### config.mk
export PLATFORM = sky130hd
export DESIGN_NAME = laser_fire_ctrl
export DESIGN_NICKNAME = d
export VERILOG_FILES = /design/src/rtl/laser_fire_ctrl.sv
export SDC_FILE = /design/constraint.sdc
export NUM_CORES = 1
export LEC_CHECK = 0
export CORE_ASPECT_RATIO = 2
export CORE_MARGIN = 1.5
export CORE_UTILIZATION = 50
export CTS_CLUSTER_DIAMETER = 80
export DETAILED_ROUTE_END_ITERATION = 16
export GPL_TIMING_DRIVEN = 0
export PLACE_DENSITY = 0.84
export SLEW_MARGIN = 20
export SYNTH_ARGS = -nofsm -noshare
export SYNTH_HDL_FRONTEND = slang
export SYNTH_SLANG_ARGS = --single-unit
### constraint.sdc
create_clock -name clk_i -period 3.95 [get_ports clk_i]
set_clock_uncertainty 0.1 [all_clocks]
set_input_delay 1.185 -clock clk_i [delete_from_list [all_inputs] [get_ports clk_i]]
set_output_delay 1.185 -clock clk_i [all_outputs]
set_load 0.005 [all_outputs]
### src/rtl/laser_fire_ctrl.sv
// Laser fire controller: debounced fire button, vblank-aligned shot, paced motion, cooldown.
// Build option LASER_AUTOFIRE_EN: a held (debounced) button re-arms the shot from idle.
module laser_fire_ctrl #(
  parameter int unsigned DEBOUNCE_CYCLES = 16,
  parameter int unsigned MOTION_DIV      = 4,
  parameter int unsigned COOLDOWN_FRAMES = 8,
  parameter int unsigned SCREEN_HEIGHT   = 480
) (
  input  logic       clk_i,
  input  logic       rst_ni,
  input  logic       game_enable_i,
  input  logic       fire_button_i,
  input  logic [9:0] h_pos_i,
  input  logic [9:0] v_pos_i,
  input  logic [9:0] y_laser_i,
  input  logic       killing_alien_i,
  output logic       laser_fire_o,
  output logic       laser_enable_o,
  output logic [7:0] shot_count_o,
  output logic [7:0] hit_count_o
);

  localparam int unsigned DbW = (DEBOUNCE_CYCLES > 1) ? $clog2(DEBOUNCE_CYCLES) : 1;
  localparam logic [DbW-1:0] DbLast =
      DbW'((DEBOUNCE_CYCLES > 0) ? DEBOUNCE_CYCLES - 1 : 0);
  localparam logic [7:0] LineLast  = 8'((MOTION_DIV > 0) ? MOTION_DIV - 1 : 0);
  localparam logic [7:0] FrameLast = 8'((COOLDOWN_FRAMES > 0) ? COOLDOWN_FRAMES - 1 : 0);
  localparam logic [9:0] VblankStart = 10'(SCREEN_HEIGHT);

  typedef enum logic [2:0] {StIdle, StPending, StFire, StFlight, StCooldown} state_e;

  logic           sync1_q, sync2_q;
  logic           level_q, level_d;
  logic           press_q, press_d;
  logic [DbW-1:0] db_cnt_q, db_cnt_d;

  state_e         state_q, state_d;
  logic [7:0]     line_cnt_q, line_cnt_d;
  logic [7:0]     frame_cnt_q, frame_cnt_d;
  logic [7:0]     shot_q, shot_d;
  logic [7:0]     hit_q, hit_d;
  logic           enable_q, enable_d;

  logic line_tick, frame_tick, vblank, start_req;

  assign line_tick  = (h_pos_i == 10'd0);
  assign frame_tick = line_tick && (v_pos_i == 10'd0);
  assign vblank     = (v_pos_i >= VblankStart);

`ifdef LASER_AUTOFIRE_EN
  assign start_req = press_q | level_q;
`else
  assign start_req = press_q;
`endif

  // Debouncer keeps running even while the game is frozen.
  always_comb begin
    level_d  = level_q;
    press_d  = 1'b0;
    db_cnt_d = '0;
    if (sync2_q != level_q) begin
      if (db_cnt_q >= DbLast) begin
        level_d = sync2_q;
        press_d = sync2_q;
      end else begin
        db_cnt_d = db_cnt_q + DbW'(1);
      end
    end
  end

  always_comb begin
    state_d     = state_q;
    line_cnt_d  = line_cnt_q;
    frame_cnt_d = frame_cnt_q;
    shot_d      = shot_q;
    hit_d       = hit_q;
    enable_d    = 1'b0;
    if (game_enable_i) begin
      unique case (state_q)
        StIdle: begin
          if (start_req) state_d = StPending;
        end
        StPending: begin
          if (vblank) state_d = StFire;
        end
        StFire: begin
          state_d    = StFlight;
          line_cnt_d = '0;
          shot_d     = shot_q + 8'd1;
        end
        StFlight: begin
          if (line_tick) begin
            if (line_cnt_q == LineLast) begin
              line_cnt_d = '0;
              enable_d   = 1'b1;
            end else begin
              line_cnt_d = line_cnt_q + 8'd1;
            end
          end
          if ((y_laser_i == 10'd0) || killing_alien_i) begin
            state_d     = StCooldown;
            frame_cnt_d = '0;
            if (killing_alien_i && (hit_q != 8'hFF)) hit_d = hit_q + 8'd1;
          end
        end
        StCooldown: begin
          if (COOLDOWN_FRAMES == 0) begin
            state_d = StIdle;
          end else if (frame_tick) begin
            if (frame_cnt_q == FrameLast) state_d = StIdle;
            else frame_cnt_d = frame_cnt_q + 8'd1;
          end
        end
        default: state_d = StIdle;
      endcase
    end
  end

  always_ff @(posedge clk_i or negedge rst_ni) begin
    if (!rst_ni) begin
      sync1_q     <= 1'b0;
      sync2_q     <= 1'b0;
      level_q     <= 1'b0;
      press_q     <= 1'b0;
      db_cnt_q    <= '0;
      state_q     <= StIdle;
      line_cnt_q  <= '0;
      frame_cnt_q <= '0;
      shot_q      <= '0;
      hit_q       <= '0;
      enable_q    <= 1'b0;
    end else begin
      sync1_q     <= fire_button_i;
      sync2_q     <= sync1_q;
      level_q     <= level_d;
      press_q     <= press_d;
      db_cnt_q    <= db_cnt_d;
      state_q     <= state_d;
      line_cnt_q  <= line_cnt_d;
      frame_cnt_q <= frame_cnt_d;
      shot_q      <= shot_d;
      hit_q       <= hit_d;
      enable_q    <= enable_d;
    end
  end

  // A motion step pending as the shot ends must not leak into cooldown.
  assign laser_fire_o   = game_enable_i && (state_q == StFire);
  assign laser_enable_o = game_enable_i && enable_q && (state_q == StFlight);
  assign shot_count_o   = shot_q;
  assign hit_count_o    = hit_q;

endmodule

* Word-level counts from Yosys, hierarchy flattened
Index checks and enable logic that the tools add are counted.
** Cells by class
- $add $sub $neg :: 5
- $lt $le $gt $ge :: 2
- Equality and inequality tests :: 15
- Mux-type cells :: 21
- Reductions and logical operators :: 18
** Operator list (number)
- 2-to-1 mux 8 bit :: 5
- adder 8 x 1 -> 8 bit, second input constant :: 4
- case mux 8 bit (2 select lines) :: 2
- zero test 10 bit :: 3
- 2-to-1 mux 3 bit :: 5
- case mux 3 bit (5 select lines) :: 1
- != test 2 bit, second input constant :: 7
- greater-or-equal comparator 10 x 9 -> 1 bit, second input constant :: 1
- == test 8 x 2 -> 1 bit, second input constant :: 1
- == test 8 x 3 -> 1 bit, second input constant :: 1
- 2-to-1 mux 4 bit :: 2
- != test 8 bit, second input constant :: 1
- == test 3 x 2 -> 1 bit, second input constant :: 2
- 2-to-1 mux 1 bit :: 6
- AND reduction 6 bit :: 1
- logical AND 1 bit :: 5
- AND reduction 5 bit :: 1
- adder 4 x 1 -> 4 bit, second input constant :: 1
- greater-or-equal comparator 4 bit, second input constant :: 1
- AND reduction 2 bit :: 2
- AND reduction 4 bit :: 1
- nonzero test 2 bit :: 2
- == test 3 x 1 -> 1 bit, second input constant :: 1
- == test 3 bit, second input constant :: 1
- other kinds (4) :: 4
** Storage, ports and cells
- Flip-flop bits (word level) :: 44
- Input bits :: 35
- Output and inout bits :: 18

* Longest topological paths before layout
- Depth in word-level cells :: 5
- Gate-level depth with buffers :: 9
- Gate-level depth less buffers :: 6

* Least setup slack after synthesis
Ideal clock, no wire load.
- Path type :: input port to output port
- Start point :: input game_enable_i
- End point :: output laser_fire_o
- Arrival :: 1619 ps
- Data required time :: 2665 ps
- Setup slack :: 1046 ps
- Stages :: 3
- Buffers on the path :: 1
- Cell sequence :: and3b_1 -> nor2b_1 -> buf_4
** On the way
- Longest elaborated chain between the ends :: 1
** RTL lines
- start, declared :: line 11 : input logic game_enable_i,
- logical AND 1 bit :: line 148 : assign laser_fire_o = game_enable_i && (state_q == StFire);
- end, declared :: line 17 : output logic laser_fire_o,
Every way passes these cells.

* Worst setup path after layout
Same ends and word-level chain as after synthesis.

==> results.py <==
metrics = {
    "floorplan": {
        "num_rows": 34,
        "initial_core_util_pct": 52.5,
        "die_w_um": 51.0,
        "fp.dieArea_um2": 5040,
        "core_um2": 4380,
        "die_h_um": 98.9,
        "io-pin-count": 53,
    },
    "layout": {
        "final_cell_mix": "50 x clkdlybuf4s50_1, 44 x dfrtp_1, 18 x nand2_1",
        "design_area_um2": 3000,
        "nFillCells": 328,
        "area_delta_synth_final_pct": 30.5,
        "num_antenna_cells": 0,
        "seq_area_um2": 1100,
        "multi_input_area_um2": 1130,
        "final_common_cell": "clkdlybuf4s50_1",
        "layout-drive-gt1-share_pct": 11.3,
        "finalNetCount": 316,
    },
    "detailed_routing": {
        "drc": 0,
        "wl_per_cell_um": 14.8,
        "wl_mm": 4.86,
        "drt_iter0_markers": 37,
        "drtPass1Iterations": 4,
        "ant_nets": 0,
        "vias": 1899,
        "vias_per_cell": 5.77,
    },
    "flow_run": {
        "drv_cap": 0,
    },
    "worst_setup_path": {
        "cp.required_ns": 2.66,
        "max_stage_delay_ns": 0.51,
        "path_max_fanout": 8,
        "startpoint_type": "primary input",
        "worst_path_max_delay_cell": "clkdlybuf4s50_1",
        "critPathArrivalTime_ns": 2.48,
        "endpoint_kind": "primary output",
        "critical_path_class": "primary input to primary output",
        "path_cells": "dlygate4sd2_1 > and3b_1 > nor2b_1 > buf_4 > clkdlybuf4s50_1",
    },
    "cts": {
        "clockBufferDepth": 2,
        "clk_latency_ns": 0.29,
        "clock-sinks": 44,
        "cts_tree": "done",
        "post_cts_buffers": 0,
        "h-tree-depth": 2,
        "hold_buffers": 0,
        "cts_buffers": 5,
        "cts.clk_slew.worst_paths_ns": 0.07,
        "cts_root_buf": "clkbuf_8",
    },
    "sta": {
        "slew_violations": 0,
        "slew_headroom_pct": 67.3,
        "min_period_ns": 3.77,
        "worst_pin_slew_ns": 0.490,
        "hold_viol": 0,
        "grt_setup_unrepaired": "false",
        "whs_ns": 0.264,
        "max_freq_mhz": 265,
        "period_share_pct": 95.4,
        "setup_viol": 0,
    },
    "synth": {
        "yosys_warnings": 0,
        "netlist_top_cells_area": "dfrtp_1 48%, xnor2_1 4.6%, nand3_1 3.0%",
        "ys_seq_elements": 44,
        "syn_area_per_cell_um2": 10.6,
        "ys_seq_area_share_pct": 47.9,
        "synth_cell_types": 49,
        "syn_inst": 216,
        "syn_area_um2": 2300,
        "synth_top_area_cell": "dfrtp_1",
        "synth_async_sr_flop_share_pct": 100,
        "netlist.area_leader.share_pct": 47.9,
        "syn_nets": 256,
        "synth-edff-count": 0,
        "synth_top_flop_cell": "dfrtp_1",
    },
    "outcome": {
        "outcome": "completed",
    },
    "placed_design": {
        "placed_cell_area_um2": 2900,
        "place_hpwl_mm": 3.76,
        "routabilityCongestion": 0.820,
        "port_buffers": 52,
    },
    "global_routing": {
        "grt_pass1_wl_mm": 8.61,
        "antenna_found_initial": 0,
        "grt_start_max_net_pins": 31,
        "grt_pass1_vias": 1994,
        "overflow": 0,
        "grt_use_total_pct": 22.3,
    },
    "min_path": {
        "hold_path.class": "flop to flop",
    },
    "power_and_ir_drop": {
        "power_density_nw_per_um2": 478,
        "vdd_drop_max_mv": 0.362,
        "power.leakage_nw": 1.25,
    },
}
[cell families after synthesis]
kind of cell | count (synthesis) | synth area share (%)
flip-flops | 44 | 47.9
buffers and inverters | 13 | 3.10
AO/OA/AOI/OAI | 42 | 14.7
AND/OR/NAND/NOR | 92 | 23.6
adder cells (fa/ha/maj) | 5 | 2.72
multiplexers | 4 | 1.96
XOR/XNOR | 16 | 6.09
[worst max-delay path, delay by kind of cell]
kind / cells / cell delay, ns
AND/OR/NAND/NOR: 2 / 0.33
buffers and inverters: 3 / 0.97
[metrics by stage]
| stage | total power [W] | setup WS [ns] | util [%] | instances | TNS (ns) |
|---|---|---|---|---|---|
| after CTS | 0.00145 | 0.177 | 68.5 | 329 | 0 |
| after global routing | 0.00154 | 0.0964 | 68.5 | 329 | 0 |
| final | 0.00143 | 0.183 | 68.5 | 329 | 0 |
| after detailed placement | 0.00113 | -0.0868 | 66.2 | 323 | -0.0868 |
| after floorplan | 0.000915 | 1.05 | - | 216 | 0 |
| after global placement | 0.00110 | -0.0932 | 65.9 | 322 | -0.0932 |
[synthesized netlist by cell type (3+ instances only)]
| cell type | n |
|---|---|
| nor2b_1 | 7 |
| nand2b_1 | 5 |
| o211ai_1 | 3 |
| nand3_1 | 14 |
| nor4_1 | 6 |
| o21ai_0 | 10 |
| and3_1 | 7 |
| nand4_1 | 7 |
| xnor2_1 | 12 |
| mux2_2 | 4 |
| ha_1 | 5 |
| a31o_2 | 4 |
| xor2_1 | 4 |
| nand2_1 | 18 |
| inv_1 | 7 |
| o31ai_1 | 9 |
| nor2_1 | 10 |
| dfrtp_1 | 44 |
[timing repair]
action,in CTS,in global routing
gates resized for setup,1,0
endpoints found under the hold margin,0,0
setup endpoints to repair,1,0
[routing by layer]
metal  up-vias  track usage, %  wire, um
li1        908               -         -
met2        60            41.1      2670
met1       920            23.4      1850
met3        11            4.24       233
met4         0            9.98       114
met5         -               0         0
[report_power, final]
group          switching, W  internal (W)  total (W)
sequential        0.0000831      0.000527   0.000610
clock              0.000141      0.000181   0.000322
combinational      0.000226      0.000275   0.000502
total              0.000450      0.000984    0.00143
[final timing paths]
kind | startpoint | end | slack [ns] | cells after the start
worst max-delay path | game_enable_i | laser_fire_o | 0.18 | 5
worst min-delay path | sync1_q | sync2_q | 0.26 | 0
worst max register to register | state_q[2] | frame_cnt_q[7] | 1.76 | 5
worst min register to register | sync1_q | sync2_q | 0.26 | 0
max in group asynchronous | rst_ni | line_cnt_q[3] | 2.57 | 2
min in group asynchronous | rst_ni | hit_count_o[5] | 0.69 | 1
[layout make-up]
class / count / area share, %
Buffer: 6 / 1.50
Clock buffer: 5 / 2.29
Clock inverter: 1 / 1.00
Inverter: 7 / 0.876
Multi-Input combinational cell: 159 / 37.6
Sequential cell: 44 / 36.7
Tap cell: 54 / 2.25
Timing Repair Buffer: 53 / 17.8
[registers in the layout, summed over array words and instances, names as in the netlist]
register	cells
frame_cnt_q	8
hit_count_o	8
line_cnt_q	8
shot_count_o	8
db_cnt_q	4
state_q	3
enable_q	1
level_q	1
press_q	1
sync1_q	1
sync2_q	1
(Power assumes the default switching activity.)
